### src/rtl/store_bram_writer.sv
// Packs LANES consecutive stream words into one BRAM line and writes each full line
// to an auto-incrementing address; store_done pulses once the programmed line count is stored.
module store_bram_writer #(
    parameter int DATA_W = 32,
    parameter int LINE_W = 256,
    parameter int ADDR_W = 11,
    localparam int LANES  = LINE_W / DATA_W,
    localparam int LANE_W = (LANES > 1) ? $clog2(LANES) : 1
) (
    input  logic              clk,
    input  logic              rst_n,
    input  logic              start_store,
    input  logic              reset_addr_counter,
    input  logic [ADDR_W-1:0] base_addr,
    input  logic [ADDR_W:0]   num_lines,
    input  logic              s_valid,
    input  logic [DATA_W-1:0] s_data,
    output logic              s_ready,
    output logic              bram_en,
    output logic              bram_we,
    output logic [ADDR_W-1:0] bram_addr,
    output logic [LINE_W-1:0] bram_din,
    output logic              busy,
    output logic              store_done
);

    typedef enum logic [1:0] {IDLE, PACK, WRITE, DONE} state_t;

    state_t              state, state_nxt;
    logic [ADDR_W-1:0]   wr_ptr;
    logic [ADDR_W:0]     lines_left;
    logic [LANE_W-1:0]   lane;
    logic [LINE_W-1:0]   line, line_nxt;
    logic                acc, last_acc;

    // s_ready is a registered state decode, so acceptance never depends combinationally on s_valid
    assign acc      = s_valid && s_ready;
    assign last_acc = acc && (lane == LANE_W'(LANES - 1));

    always_comb begin
        line_nxt = line;
        if (acc)
            line_nxt[int'(lane)*DATA_W +: DATA_W] = s_data;
    end

    always_comb begin
        state_nxt = state;
        if (reset_addr_counter)
            state_nxt = IDLE;
        else begin
            case (state)
                IDLE:    if (start_store) state_nxt = (num_lines != '0) ? PACK : DONE;
                PACK:    if (last_acc) state_nxt = WRITE;
                WRITE:   state_nxt = (lines_left == (ADDR_W+1)'(1)) ? DONE : PACK;
                DONE:    state_nxt = IDLE;
                default: state_nxt = IDLE;
            endcase
        end
    end

    always_ff @(posedge clk or negedge rst_n) begin
        if (!rst_n) begin
            state      <= IDLE;
            wr_ptr     <= '0;
            lines_left <= '0;
            lane       <= '0;
            line       <= '0;
            s_ready    <= 1'b0;
            bram_en    <= 1'b0;
            bram_we    <= 1'b0;
            bram_addr  <= '0;
            bram_din   <= '0;
            busy       <= 1'b0;
            store_done <= 1'b0;
        end else begin
            state      <= state_nxt;
            s_ready    <= (state_nxt == PACK);
            bram_en    <= (state_nxt == WRITE);
            bram_we    <= (state_nxt == WRITE);
            busy       <= (state_nxt != IDLE);
            store_done <= (state_nxt == DONE);

            if (reset_addr_counter) begin
                wr_ptr <= '0;
                lane   <= '0;
                line   <= '0;
            end else begin
                case (state)
                    IDLE: if (start_store) begin
                        wr_ptr     <= base_addr;
                        lines_left <= num_lines;
                        lane       <= '0;
                    end
                    PACK: if (acc) begin
                        line <= line_nxt;
                        lane <= lane + 1'b1;
                        // the output registers are loaded here so they are valid for the whole WRITE cycle
                        if (last_acc) begin
                            bram_addr <= wr_ptr;
                            bram_din  <= line_nxt;
                        end
                    end
                    WRITE: begin
                        wr_ptr     <= wr_ptr + 1'b1;
                        lines_left <= lines_left - 1'b1;
                        lane       <= '0;
                    end
                    default: ;
                endcase
            end
        end
    end

endmodule
### config.mk
export PLATFORM = sky130hd
export DESIGN_NAME = store_bram_writer
export DESIGN_NICKNAME = d
export VERILOG_FILES = /design/src/rtl/store_bram_writer.sv
export SDC_FILE = /design/constraint.sdc
export NUM_CORES = 1
export LEC_CHECK = 0
export CORE_UTILIZATION = 40
export DETAILED_ROUTE_END_ITERATION = 7
export SYNTH_ARGS = -nofsm -noshare
export SYNTH_HDL_FRONTEND = slang
export SYNTH_SLANG_ARGS = --single-unit
### constraint.sdc
create_clock -name clk -period 4 [get_ports clk]
set_input_delay 0.4 -clock clk [delete_from_list [all_inputs] [get_ports clk]]
set_output_delay 0.4 -clock clk [all_outputs]
set_load 0.02 [all_outputs]
### Word-level counts from Yosys, hierarchy flattened

Cells that the tools add are included.

| word-level totals | value |
|---|---|
| register bits | 555 |
| bits of input ports | 60 |
| output and inout bits | 272 |
| word-level logic and storage cells | 63 |

| operators by class | value |
|---|---|
| shifts and indexed selects | 2 |
| reductions and logical operators | 15 |
| bitwise gates (word level) | 1 |
| add/subtract/negate cells | 4 |
| equal/unequal tests | 11 |
| multiplexer cells | 19 |

Operators with widths:

| operator | number |
|---|---|
| $mux 256 | 3 |
| $bwmux 256 | 1 |
| $shift 32x33->256 const A | 1 |
| $shiftx 32x33->256 | 1 |
| $neg 8->33 | 1 |
| $pmux 12 s2 | 1 |
| $mux 11 | 2 |
| $pmux 11 s2 | 1 |
| $eq 12x1->1 const B | 1 |
| $mux 12 | 1 |
| $reduce_bool 12->1 | 1 |
| $sub 12x1->12 const B | 1 |
| $add 11x1->11 const B | 1 |
| $mux 2 | 5 |
| $mux 3 | 3 |
| $pmux 3 s3 | 1 |
| $eq 2x2->1 const B | 4 |
| $pmux 2 s4 | 1 |
| $reduce_bool 2->1 | 4 |
| $ne 3x3->1 const B | 2 |
| $reduce_and 3->1 | 2 |
| $eq 2x1->1 const B | 2 |
| $reduce_and 2->1 | 2 |
| $reduce_and 4->1 | 1 |
| 8 further kinds | 9 |

### Longest topological paths before layout

| depth | value |
|---|---|
| word-level depth | 6 |
| depth in mapped cells | 11 |
| depth with buffers taken out | 7 |

### Worst setup path after synthesis

No wires, ideal clock.

| timing | value |
|---|---|
| path type | register to register |
| from | register lane[0] |
| to | register line[130] |
| slack | 1.431 ns |
| period minus slack after synthesis | 2.569 ns |
| data arrival time | 2.448 ns |
| buffers on the path | 3 |
| data required time | 3.879 ns |
| setup time | 0.121 ns |
| cell stages (with the launch flop) | 11 |
| cell sequence | dfrtp_1 -> clkbuf_1 -> inv_1 -> ha_1 -> ha_1 -> clkbuf_2 -> nor4b_1 -> o21ai_1 -> o21ba_2 -> clkbuf_1 -> a22o_1 |

| between the ends | value |
|---|---|
| word-level cells in the longest chain between the ends | 6 |
| elaborated cells between the ends (all ways) | 7 |
| those cells by class | 1 x add/sub; 2 x shift; 4 x mux |

Ends and longest elaborated chain:

| what | line | source |
|---|---|---|
| start: declaration | 32 | `logic [LANE_W-1:0] lane;` |
| start signal: assignment | 96 | `lane <= lane + 1'b1;` |
| $neg 8->33 * | 43 | `line_nxt[int'(lane)*DATA_W +: DATA_W] = s_data;` |
| $shiftx 32x33->256 / $shift 32x33->256 (equally long branches) | 43 |  |
| $bwmux 256 * | 43 |  |
| $mux 256 * | 94 | `PACK: if (acc) begin` |
| $mux 256 * | 88 | `case (state)` |
| $mux 256 * | 83 | `if (reset_addr_counter) begin` |
| end signal: assignment | 95 | `line <= line_nxt;` |
| end: declaration | 33 | `logic [LINE_W-1:0] line, line_nxt;` |

Mark *: on every way between the ends. The rest lies on a longest branch, timed or not. The select of a mux whose other input is x is not followed.
A chain may end at the register's enable or synchronous reset.

### Worst setup path in the final report

| timing | value |
|---|---|
| from | register lane[1] |
| to | register line[25] |

The elaborated chain is that of the path after synthesis.

==> summary.md <==
| Metric | Value |
|---|---|
| Status | completed |
| Crit Path Category | flip-flop to flip-flop |
| Syn_nets | 2359 |
| Initial Util | 0.4051 |
| Die Area | 0.06075 mm2 |
| Met2 WL post-DR | 37.02 mm |
| Placed cell count | 3216 |
| Power share of the combinational group | 0.057 |
| Syn avg cell area | 10.44 um2 |
| Netlist cell types | 60 |
| Layout Skew | 28.88 ps |
| Max_cap viols | 0 |
| Crit path launch type | flip-flop |
| FFs w/ async S/R, synth | 1.000 |
| Share of layout cells above drive strength 1 | 0.1030 |
| Initial antenna violation count | 0 |
| Least-Margin Pin Slew | 1190 ps |
| Seq/Total Area, Yosys | 0.5809 |
| Layout net count | 2574 |
| Max Slew Vio Count | 0 |
| Lkg Pwr | 0.01324 uW |
| CP Capture Type | flip-flop |
| Power density over cell area | 404.5 mW/mm2 |
| Number of global-route vias before repair | 19146 |
| Max-slew headroom | 0.2039 |
| Commonest non-fill, non-tap cells in the layout | dfrtp_1, nand2_1, clkdlybuf4s50_1, nor2_1, nand3_1 |
| Seq cells post-synth | 555 |
| Post-Syn Area | 0.02391 mm2 |
| Fin. Hold Viols | 0 |
| Initial drt markers | 1639 |
| Ys flop type | dfrtp_1 |
| Num CTS Buffers | 58 |
| Int Pwr | 9250 uW |
| Io pins | 332 |
| CP Data Arrival Time | 3720 ps |
| Max Buffers Root-to-Sink | 3 |
| H-tree depth | 2 |
| Gr ovfl total | 0 |
| Min-Delay Path Class | input pin to flip-flop |
| Synth Warn # | 0 |
| Vias/cell | 5.869 |
| Placeable Area | 0.05902 mm2 |
| GRT Overall Usage | 0.2605 |
| Net Sw Power | 2866 uW |
| DR vias | 19526 |
| GPL Wtd Cong | 0.8209 |
| F_max | 0.3138 GHz |
| CP Max Fanout | 32 |
| Remaining DRCs | 0 |
| Post-layout minimum cycle time | 3187 ps |
| Die X-Extent | 246.5 um |
| Cells after synthesis | 2289 |
| Worst vdd ir | 0.0003682 V |
| Fin Setup TNS | 0 ps |
| Top cells by area, synth | dfrtp_1, nand2_1, a31oi_1, a32o_1, nand3_1 |
| FP Rows | 89 |
| CTS tree | yes |
| Uppermost routed layer | met4 |
| PostCTS Resize Cnt | 0 |
| Final Setup Violations | 0 |
| Metal3 WL | 5.037 mm |
| Final WL | 79.03 mm |
| RSZ-0062 raised after global routing | false |
| # fillers | 5296 |
| Hpwl dp | 48.57 mm |
| First-pass GRT wire length | 120.1 mm |
| Clock power share | 0.469 |
| Cell taking the most area after synthesis | dfrtp_1 |
| Multi-input gate area | 0.008996 mm2 |
| Sw Ratio | 0.2365 |
| Top-area cell type share of the netlist area | 0.5809 |
| Most common cell after layout, fill and taps aside | dfrtp_1 |
| Pin count of the biggest net entering global routing | 181 |
| Met1 wire length | 34.01 mm |
| Worst-path clk slew | 60 ps |
| Die Span Y | 246.5 um |
| Required @ worst endpoint | 4540 ps |
| Clock Latency Late Sink | 620 ps |
| Drt first pass iters | 7 |
| Seq pwr share | 0.474 |
| Clock sink count | 555 |
| Root buf cell | clkbuf_16 |
| Tcrit/Tclk final | 0.7968 |
| Final Non-Filler Cells | 3327 |
| Port-buffer cells | 331 |
| Layout area overhead | 25.30% |
| Pwr Total | 12120 uW |
| EDFF count, synth | 0 |
| Routed Antenna Nets | 0 |
| DR WL/cell | 23.76 um |
| Storage cell area | 0.01389 mm2 |
## layer usage
layer	track usage	vias up
li1	-	8778
met1	0.3592	9986
met2	0.4064	635
met3	0.04597	127
met4	0.1042	0
met5	0	-
## power by group through the flow
stage / clock network (uW) / logic (uW) / registers, uW
after floorplan: 0 / 309 / 5820
final: 5680 / 696 / 5740
after global routing: 5990 / 758 / 5750
after global placement: 0 / 690 / 5840
after detailed placement: 0 / 702 / 5840
after CTS: 5770 / 706 / 5740
## kinds of logic (layout without fill, tap and decap cells)
kind of cell / Yosys count / after routing / synth area share
AO/OA/AOI/OAI: 587 / 587 / 0.1897
XOR/XNOR: 1 / 1 / 0.0003664
adder cells (fa/ha/maj): 10 / 10 / 0.005233
buffers and inverters: 254 / 518 / 0.04668
flip-flops: 555 / 555 / 0.5809
multiplexers: 64 / 64 / 0.02679
other: 0 / 1 / 0
AND/OR/NAND/NOR: 818 / 818 / 0.1503
## cell type report
type	count	area share
tap	773	0.03229
timing repair buffer	401	0.1345
antenna	1	0.00008354
clock buffer	90	0.06194
sequential	555	0.4636
multi-input combinational	1480	0.3003
inverter	8	0.001253
clock inverter	19	0.006015
## worst max-delay path, cell delays in order, from the launching register on
cell     delay (ps)
dfrtp_1         540
inv_1           110
ha_1            310
nor4_1          630
nand3_2         640
nor2_2          260
buf_4           370
a22o_1          210
## timing repair
action / in CTS / in global routing
endpoints found under the hold margin: 85 / 0
setup endpoints to repair: 0 / 0
hold buffers: 1 / 0
buffers inserted: 0 / 0
## flip-flops by register name, summed over array words and instances, names as in the netlist
name        cells
bram_addr      11
bram_din      256
bram_we         1
busy            1
lane            3
line          256
lines_left     12
s_ready         1
state           2
store_done      1
wr_ptr         11
## metrics by stage
step                area, um2  utilization  worst slack [ps]  hold slack (ps)
finish                  29960       0.5076             812.8            370.9
global route            29950       0.5075             578.8            413.4
CTS                     29950       0.5075             809.4            342.4
detailed placement      27910       0.4729             871.6            461.7
global placement        27910       0.4729             926.2            461.9
floorplan               23910            -              1431            104.4
## cell usage after synthesis (14+ instances only)
cell	n
nand2_1	332
a31oi_1	165
o21ai_0	90
a22o_1	100
buf_1	26
a32o_1	96
and3_1	34
mux2i_1	64
clkbuf_1	162
a21oi_1	34
a32o_2	60
nand4_1	17
buf_6	14
nand3_1	186
buf_2	42
nor2_1	197
dfrtp_1	555
## final timing paths
check                           cells after the start     startpoint            end  slack, ps
worst max-delay path                                7        lane[1]       line[25]        810
worst min-delay path                                3   base_addr[1]      wr_ptr[1]        370
worst max register to register                      7        lane[1]       line[25]        810
worst min register to register                      2  bram_din[219]  bram_din[219]        480
max in group asynchronous                           4          rst_n      line[150]       2390
min in group asynchronous                           2          rst_n       line[17]        450
Power figures use the tool's default switching activity.
